$ cat src/rtl/aes192_ks_pkg.sv
// Shared types and sizes for the AES-192 key schedule controller.
// Round-key table geometry and the controller state encoding.
package aes192_ks_pkg;

  localparam int NUM_RK   = 13;
  localparam int RK_W     = 128;
  localparam int KEY_W    = 192;
  localparam int RK_IDX_W = 4;

  localparam logic [RK_IDX_W-1:0] LAST_IDX =
    RK_IDX_W'(NUM_RK - 1);

  typedef enum logic [1:0] {
    IDLE,
    ISSUE,
    COLLECT
  } ks_state_e;

endpackage

$ cat src/rtl/aes192_rk_regfile.sv
// 13x128 round-key table: one write port, one registered read port.
// Out-of-range reads return zero; async clear empties the table.
module aes192_rk_regfile
  import aes192_ks_pkg::*;
(
  input  logic                clk,
  input  logic                reset,
  input  logic                we,
  input  logic [RK_IDX_W-1:0] wr_idx,
  input  logic [RK_W-1:0]     wr_data,
  input  logic [RK_IDX_W-1:0] rd_idx,
  output logic [RK_W-1:0]     rd_data
);

  logic [RK_W-1:0] mem [NUM_RK];

  always_ff @(posedge clk or negedge reset) begin
    if (!reset) begin
      for (int i = 0; i < NUM_RK; i++) begin
        mem[i] <= '0;
      end
      rd_data <= '0;
    end else begin
      if (we && wr_idx <= LAST_IDX) begin
        mem[wr_idx] <= wr_data;
      end
      // same-edge read of a written index sees the old entry
      rd_data <= (rd_idx <= LAST_IDX) ? mem[rd_idx] : '0;
    end
  end

endmodule

$ cat src/rtl/aes192_key_sched_ctrl.sv
// AES-192 key expander sequencer and round-key server.
// Define AES192_KS_REUSE_EN to skip re-expansion of an unchanged key.
module aes192_key_sched_ctrl
  import aes192_ks_pkg::*;
#(
  parameter int TIMEOUT_CYC = 4
) (
  input  logic                clk,
  input  logic                reset,
  input  logic                key_req_valid,
  output logic                key_req_ready,
  input  logic [KEY_W-1:0]    key_in,
  output logic                ks_start,
  output logic [KEY_W-1:0]    ks_key,
  input  logic [RK_W-1:0]     ks_subkey,
  input  logic [RK_IDX_W-1:0] ks_cnt,
  input  logic                ks_valid,
  input  logic [RK_IDX_W-1:0] rk_rd_idx,
  output logic [RK_W-1:0]     rk_rd_data,
  output logic                keys_ready,
  output logic                busy,
  output logic                ks_err
);

  localparam int TW = $clog2(TIMEOUT_CYC + 1);
  localparam logic [TW-1:0] TO_LAST = TW'(TIMEOUT_CYC - 1);

  ks_state_e           state;
  ks_state_e           state_nx;
  logic [RK_IDX_W-1:0] exp_idx;
  logic [TW-1:0]       to_cnt;

  logic                accept;
  logic                reuse;
  logic                start_run;
  logic                in_col;
  logic                capture;
  logic                bad_cnt;
  logic                timeout;
  logic                last;

  logic                rf_we;
  logic [RK_IDX_W-1:0] rf_idx;
  logic [RK_W-1:0]     rf_data;

  assign accept = (state == IDLE) && key_req_valid;

`ifdef AES192_KS_REUSE_EN
  assign reuse = keys_ready && (key_in == ks_key);
`else
  assign reuse = 1'b0;
`endif

  assign start_run = accept && !reuse;
  assign in_col    = (state == COLLECT);
  assign capture   = in_col && ks_valid && (ks_cnt == exp_idx);
  assign bad_cnt   = in_col && ks_valid && (ks_cnt != exp_idx);
  assign timeout   = in_col && !ks_valid && (to_cnt == TO_LAST);
  assign last      = capture && (exp_idx == LAST_IDX);

  always_ff @(posedge clk or negedge reset) begin
    if (!reset) begin
      state <= IDLE;
    end else begin
      state <= state_nx;
    end
  end

  always_comb begin
    state_nx      = state;
    key_req_ready = 1'b0;
    ks_start      = 1'b0;
    busy          = 1'b0;
    unique case (state)
      IDLE: begin
        key_req_ready = 1'b1;
        if (start_run) begin
          state_nx = ISSUE;
        end
      end
      ISSUE: begin
        ks_start = 1'b1;
        busy     = 1'b1;
        state_nx = COLLECT;
      end
      COLLECT: begin
        busy = 1'b1;
        if (last || bad_cnt || timeout) begin
          state_nx = IDLE;
        end
      end
      default: state_nx = IDLE;
    endcase
  end

  always_ff @(posedge clk or negedge reset) begin
    if (!reset) begin
      ks_key     <= '0;
      exp_idx    <= '0;
      to_cnt     <= '0;
      keys_ready <= 1'b0;
      ks_err     <= 1'b0;
    end else begin
      if (start_run) begin
        ks_key     <= key_in;
        exp_idx    <= RK_IDX_W'(1);
        to_cnt     <= '0;
        keys_ready <= 1'b0;
        ks_err     <= 1'b0;
      end
      if (capture) begin
        exp_idx <= exp_idx + RK_IDX_W'(1);
        to_cnt  <= '0;
        if (exp_idx == LAST_IDX) begin
          keys_ready <= 1'b1;
        end
      end else if (in_col && !ks_valid) begin
        to_cnt <= to_cnt + TW'(1);
      end
      if (bad_cnt || timeout) begin
        ks_err <= 1'b1;
      end
    end
  end

  // round key 0 comes straight from the accepted cipher key
  assign rf_we   = start_run || capture;
  assign rf_idx  = start_run ? '0 : exp_idx;
  assign rf_data = start_run ? key_in[KEY_W-1 -: RK_W] : ks_subkey;

  aes192_rk_regfile u_rf (
    .clk     (clk),
    .reset   (reset),
    .we      (rf_we),
    .wr_idx  (rf_idx),
    .wr_data (rf_data),
    .rd_idx  (rk_rd_idx),
    .rd_data (rk_rd_data)
  );

endmodule

$ cat config.mk
export PLATFORM = sky130hd
export DESIGN_NAME = aes192_key_sched_ctrl
export DESIGN_NICKNAME = d
export VERILOG_FILES = /design/src/rtl/aes192_ks_pkg.sv /design/src/rtl/aes192_rk_regfile.sv /design/src/rtl/aes192_key_sched_ctrl.sv
export SDC_FILE = /design/constraint.sdc
export NUM_CORES = 2
export LEC_CHECK = 0
export BUFFER_PORTS_ARGS = -buffer_cell sky130_fd_sc_hd__buf_2
export CORE_MARGIN = 1
export CORE_UTILIZATION = 35
export CTS_CLUSTER_DIAMETER = 50
export DETAILED_ROUTE_END_ITERATION = 16
export PLACE_DENSITY_LB_ADDON = 0.3
export SETUP_SLACK_MARGIN = 0.3
export SLEW_MARGIN = 5
export SYNTH_ARGS = -nofsm -noshare
export SYNTH_HDL_FRONTEND = slang
export SYNTH_SLANG_ARGS = --single-unit
$ cat constraint.sdc
create_clock -name clk -period 8.1 [get_ports clk]
set_clock_uncertainty 0.15 [all_clocks]
set_input_delay 1.215 -clock clk [delete_from_list [all_inputs] [get_ports clk]]
set_output_delay 1.215 -clock clk [all_outputs]
set_load 0.01 [all_outputs]
=== Word-level counts from Yosys, hierarchy flattened ===
Cells that the tools add are included.

* Output and inout port bits: 325
* Input port bits: 332
* Flip-flop bits (word level): 1,995
* Logic and storage cells: 82

* Equality and inequality tests: 8
* Add/sub/neg operators: 2
* $lt $le $gt $ge: 5
* Bitwise logic cells: 2
* Reduce and logical (&&, ||, !) cells: 20
* Mux-type cells: 25

{| class="wikitable"
|+ Operators with widths
! kind !! count
|-
| $bwmux W1664 || 1
|-
| $mux W128 || 5
|-
| $bmux W128 S4 || 1
|-
| $demux W128 S4 || 1
|-
| $mux W4 || 3
|-
| $ge A5 B5 Y1 const B || 2
|-
| $not A4 Y5 || 2
|-
| $logic_and A1 B1 Y1 || 9
|-
| $mux W3 || 3
|-
| $le A4 B4 Y1 const B || 2
|-
| $mux W1 || 8
|-
| $pmux W2 S3 || 1
|-
| $lt A5 B1 Y1 const B || 1
|-
| $add A4 B1 Y4 const B || 1
|-
| $eq A4 B4 Y1 || 1
|-
| $eq A4 B4 Y1 const B || 1
|-
| $logic_or A1 B1 Y1 || 4
|-
| $mux W2 || 2
|-
| $ne A4 B4 Y1 || 1
|-
| $reduce_bool A2 Y1 || 2
|-
| $add A3 B1 Y3 const B || 1
|-
| $eq A3 B2 Y1 const B || 1
|-
| $reduce_bool A3 Y1 || 1
|-
| $eq A2 B1 Y1 const B || 1
|-
| 7 further kinds || 7
|}

=== Logic depth before layout (Yosys ltp) ===
* Word-level depth: 9
* Mapped depth: 9
* Gate-level depth less buffers: 6

=== Cells and area by module ===
A second synthesis with hierarchy kept.

* Cell total of the unflattened synthesis: 5,997
* Area total of the unflattened synthesis: 86,316.5 µm²

{| class="wikitable"
|+ By module, submodules not included
! module !! cells each !! seq. area each (µm²) !! area an instance (µm²) !! instances
|-
| aes192_rk_regfile || 4,845 || 44,843.0 || 77,421.8 || 1
|-
| aes192_key_sched_ctrl || 1,152 || 5,079.9 || 8,894.8 || 1
|}

=== Least setup slack after synthesis ===
No wires, ideal clock.

* Path type: input-to-reg
* Start point: input port ks_cnt[1]
* End point: register u_rf.mem[647] (netlist bit)
* Cell stages on the path: 7
* Data required time: 7.825 ns
* Buffers on the path: 3
* Setup slack: 4.737 ns
* Arrival: 3.088 ns
* Library setup time: 0.125 ns
* Path through: xor2_1 > or4_4 > buf_6 > nor4_4 > buf_8 > buf_12 > mux2_4

* Longest elaborated chain between the ends: 4

{| class="wikitable"
|+ Ends and longest elaborated chain
! element !! line !! RTL
|-
| start: declaration || aes192_key_sched_ctrl.sv:16 || <nowiki>input logic [RK_IDX_W-1:0] ks_cnt,</nowiki>
|-
| $eq A4 B4 Y1 || aes192_key_sched_ctrl.sv:56 || <nowiki>assign capture = in_col && ks_valid && (ks_cnt == exp_idx);</nowiki>
|-
| $logic_and A1 B1 Y1 || aes192_key_sched_ctrl.sv:56 ||
|-
| $logic_or A1 B1 Y1 || aes192_key_sched_ctrl.sv:127 || <nowiki>assign rf_we = start_run || capture;</nowiki>
|-
| $logic_and A1 B1 Y1 || aes192_rk_regfile.sv:24 || <nowiki>if (we && wr_idx <= LAST_IDX) begin</nowiki>
|-
| end signal: indexed assignment || aes192_rk_regfile.sv:25 || <nowiki>mem[wr_idx] <= wr_data;</nowiki>
|-
| end: declaration || aes192_rk_regfile.sv:15 || <nowiki>logic [RK_W-1:0] mem [NUM_RK];</nowiki>
|}

No other way between the ends.
A chain may end at the register's enable or synchronous reset.

=== Worst setup path after layout ===
* Start point: register state[0]
* End point: register u_rf.mem[1440] (netlist bit)

* Longest elaborated chain between the ends: 9

{| class="wikitable"
|+ Ends and longest elaborated chain
! element !! line !! RTL
|-
| start: declaration || aes192_key_sched_ctrl.sv:28 || <nowiki>ks_state_e state;</nowiki>
|-
| start signal: assignment || aes192_key_sched_ctrl.sv:65 || <nowiki>state <= state_nx;</nowiki>
|-
| $logic_not A2 Y1 || aes192_key_sched_ctrl.sv:46 || <nowiki>assign accept = (state == IDLE) && key_req_valid;</nowiki>
|-
| $logic_and A1 B1 Y1 || aes192_key_sched_ctrl.sv:46 ||
|-
| $mux W4 || aes192_key_sched_ctrl.sv:128 || <nowiki>assign rf_idx = start_run ? '0 : exp_idx;</nowiki>
|-
| $not A4 Y5 (not written as such) || aes192_rk_regfile.sv:25 ||
|-
| $ge A5 B5 Y1 (not written as such) or $lt A5 B1 Y1 (tied branches) || aes192_rk_regfile.sv:25 ||
|-
| $logic_and A1 B1 Y1 (not written as such) || aes192_rk_regfile.sv:25 ||
|-
| $mux W128 (not written as such) || aes192_rk_regfile.sv:25 ||
|-
| $demux W128 S4 || aes192_rk_regfile.sv:25 ||
|-
| $bwmux W1664 || aes192_rk_regfile.sv:25 ||
|}

Parallel ways exist; a longest one is shown, timed or not.

==> flow_summary.ini <==
[sta]
setup-violations-final = 0
slew-limit-headroom = 0.283
timing.setup.tns_ns = 0
layout_setup_ws_ns = 2.49
worst-slew-pin-transition_ns = 1.08
setup_repair_after_global_routing_missed_its_margin = false
achievable-frequency_mhz = 178
final_number_of_max_transition_violations = 0
min_period_over_period = 0.692
min_period_ns = 5.61
final-hold-violation-count = 0

[setup_path]
ff2ff_setup_slack_ns = 2.49
crit_path_start = state[0]
element_type_at_the_critical_path_end = flop
critical_path.max_fanout = 67
worst-endpoint-arrival_ns = 6.22
critPathLaunchType = flop
reg2reg_launch_point = state[0]
worstSetupPathType = flop to flop
critical_path.reg2reg.endpoint = u_rf.mem[1440]
critPathRequiredTime_ns = 8.71
worstRegToRegCells = 9

[detailed_routing]
route.vias.total = 50600
avgRoutedWirePerCell_um = 24.0
detail_route.wirelength_um = 231000
drt_pre_antenna_iters = 5
drt-vias-per-instance = 5.25
route.antenna.remaining_nets = 0
detail_route.iter0.violations = 3106
drcViolationCount = 0

[final_layout]
syn2layout_area_growth_pct = 17.3
nNetsFinal = 6465
drive_gt1_frac = 0.498
final_cell_count_no_fill = 9631
stdcell_area_mm2 = 0.102

[clock_network]
cts_max_path_buffers = 4
cts_tree = built
clock_latency_ns = 0.92
cts_setup_buffers = 0
ctsHoldBuffers = 0
cts-resized-gates = 0
clk_pin_slew_ns = 0.05
maximum_level_of_the_cts_h_tree = 5
tritoncts.num_buffers = 279
root_buffer_selected_by_cts = clkbuf_16
clock_sink_count = 1995

[synthesis]
yosysSeqAreaShare = 0.573
synth_warnings = 0
syn_avg_cell_area_um2 = 15.5
synth.cell_area_mm2 = 0.0871
synth.ff_latch_count = 1995
synth_cell_types = 45
synthesis.instances = 5626
syn_nets = 5966

[place]
routabilityCongestion = 0.770
portBuffers = 656
detailedPlacementHpwl_um = 128000
cell_area_placed_mm2 = 0.0930
pre_cts_slack_ns = 2.40
placed_cells_incl_taps = 9156

[pwr]
max-vdd-ir-drop_mv = 0.219
internal-power_mw = 20.6
clock_power_share = 0.425
switchingPower_mw = 7.83
share_seq_of_total_power = 0.412
cellPowerDensity_mw_per_mm2 = 278
pwr-share-comb = 0.163
p_leak_nw = 51.5
sw_frac_of_total = 0.275

[die]
initial_utilization = 0.353
dieArea_mm2 = 0.251
number_of_top_level_pins = 657
die_width_um = 501
rows = 182
coreArea_mm2 = 0.247
floorplan.die.height_um = 501

[global_route]
overflow = 0
antenna_found_initial = 8
grt_most_used_layer = met2
grt_util_all_layers = 0.185
gr-usage-met2 = 0.308
global_route.usage.met1 = 0.248
grt.met3_usage = 0.0305
first_global_vias = 55093
grt_first_pass_wirelength_um = 353000
grt_max_degree = 173

[run]
drv.max_cap_violation_count = 0

[status]
status = completed

[min_path]
hold_path.class = input port to asynchronous set/reset pin
==> power groups by stage <==
stage | sequential [mW] | clock (mW) | combinational (mW)
floorplan | 12.0 | 0 | 2.70
global placement | 11.8 | 0 | 4.60
detailed placement | 11.9 | 0 | 4.71
CTS | 11.7 | 12.4 | 4.72
global route | 11.8 | 12.8 | 5.05
finish | 11.7 | 12.1 | 4.64
==> how the worst max path moves through the flow <==
stage	to	cells past startpoint
after detailed placement	u_rf.mem[1468]	9
after floorplan	u_rf.mem[647]	7
after global routing	u_rf.mem[1436]	9
final	u_rf.mem[1440]	9
after CTS	u_rf.mem[1440]	9
after global placement	u_rf.mem[1440]	9
==> state kept, by name, summed over array words and instances (netlist names) <==
register,cells
ks_key,192
u_rf.mem,1664
ks_err,1
to_cnt,3
u_rf.rd_data,128
exp_idx,4
state,2
keys_ready,1
==> metal layers <==
layer  vias up  wire length (µm)
li1      21628                 -
met3       325              9630
met1     27530            103000
met5         -                 0
met4         0              5050
met2      1117            113000
==> layout by cell type (no fill, tap or decap), drive strengths merged <==
cell,count
dfrtp,1995
mux2,1728
buf,740
mux4,384
clkbuf,358
nand2,265
a21o,258
nand3,137
and3,131
a22oi,130
inv,38
clkinv,37
bufinv,23
clkinvlp,22
nor2,8
ha,8
nor3,8
diode,5
xor2,4
a21oi,4
o211ai,4
nor4,4
nor2b,4
o21ai,3
a22o,2
nand3b,2
nand2b,2
o22ai,2
or3,2
or4,1
or2,1
o211a,1
and2,1
a221o,1
o31ai,1
o2111ai,1
nor3b,1
or3b,1
o41ai,1
xnor2,1
==> synth_stat cells, drive strengths merged <==
master / count / area, µm²
nor4: 4 / 61.3
o211ai: 4 / 30.0
mux2: 1728 / 19800
nor3: 8 / 40.0
inv: 8 / 30.0
o22ai: 2 / 12.5
a22o: 2 / 17.5
or2: 1 / 6.26
nand2: 265 / 995
mux4: 384 / 8650
nor3b: 1 / 7.51
nand3b: 2 / 15.0
nand3: 137 / 686
nor2b: 4 / 25.0
xor2: 4 / 35.0
and3: 131 / 820
or3: 2 / 12.5
o21ai: 3 / 15.0
a21oi: 4 / 20.0
a221o: 1 / 10.0
o41ai: 1 / 16.3
ha: 8 / 100
o31ai: 1 / 7.51
or3b: 1 / 8.76
nor2: 8 / 30.0
or4: 1 / 11.3
a22oi: 130 / 976
dfrtp: 1995 / 49900
a21o: 258 / 1940
o2111ai: 1 / 8.76
and2: 1 / 6.26
o211a: 1 / 10.0
buf: 177 / 1400
nand2b: 2 / 12.5
xnor2: 1 / 8.76
clkbuf: 345 / 1290
==> kinds of logic after synthesis <==
kind of cell	count (synthesis)	share of synthesized area
multiplexers	2112	0.327
flip-flops	1995	0.573
AND/OR/NAND/NOR	568	0.0314
buffers and inverters	530	0.0313
AO/OA/AOI/OAI	408	0.0351
adder cells (fa/ha/maj)	8	0.00115
XOR/XNOR	5	0.000503
==> stage by stage <==
stage / util / hold slack, ns / power (mW)
2_1_floorplan: - / 0.295 / 14.7
4_1_cts: 0.414 / 0.152 / 28.8
5_1_grt: 0.414 / 0.179 / 29.7
3_5_place_dp: 0.377 / 0.309 / 16.6
3_3_place_gp: 0.377 / 0.304 / 16.4
6_report: 0.414 / 0.161 / 28.4
==> worst max-delay path: stages, from the launching register on <==
cell and delay, ns:
dfrtp_1 0.41, inv_1 0.16, ha_4 0.71, and2_2 0.57, buf_4 0.67, nor3_1 0.32, nand3_4 0.20, buf_4 0.78
buf_4 0.96, mux2_2 0.42
==> layout make-up <==
| cell class | count | area, µm² |
|---|---|---|
| Fill cell | 22516 | 144000 |
| Sequential cell | 1995 | 49900 |
| Multi-Input combinational cell | 3101 | 34600 |
| Clock buffer | 358 | 7740 |
| Timing Repair Buffer | 740 | 4310 |
| Tap cell | 3312 | 4140 |
| Clock inverter | 112 | 1410 |
| Inverter | 8 | 30.0 |
| Antenna cell | 5 | 12.5 |
Note: power is estimated with default switching activity, not from simulation.
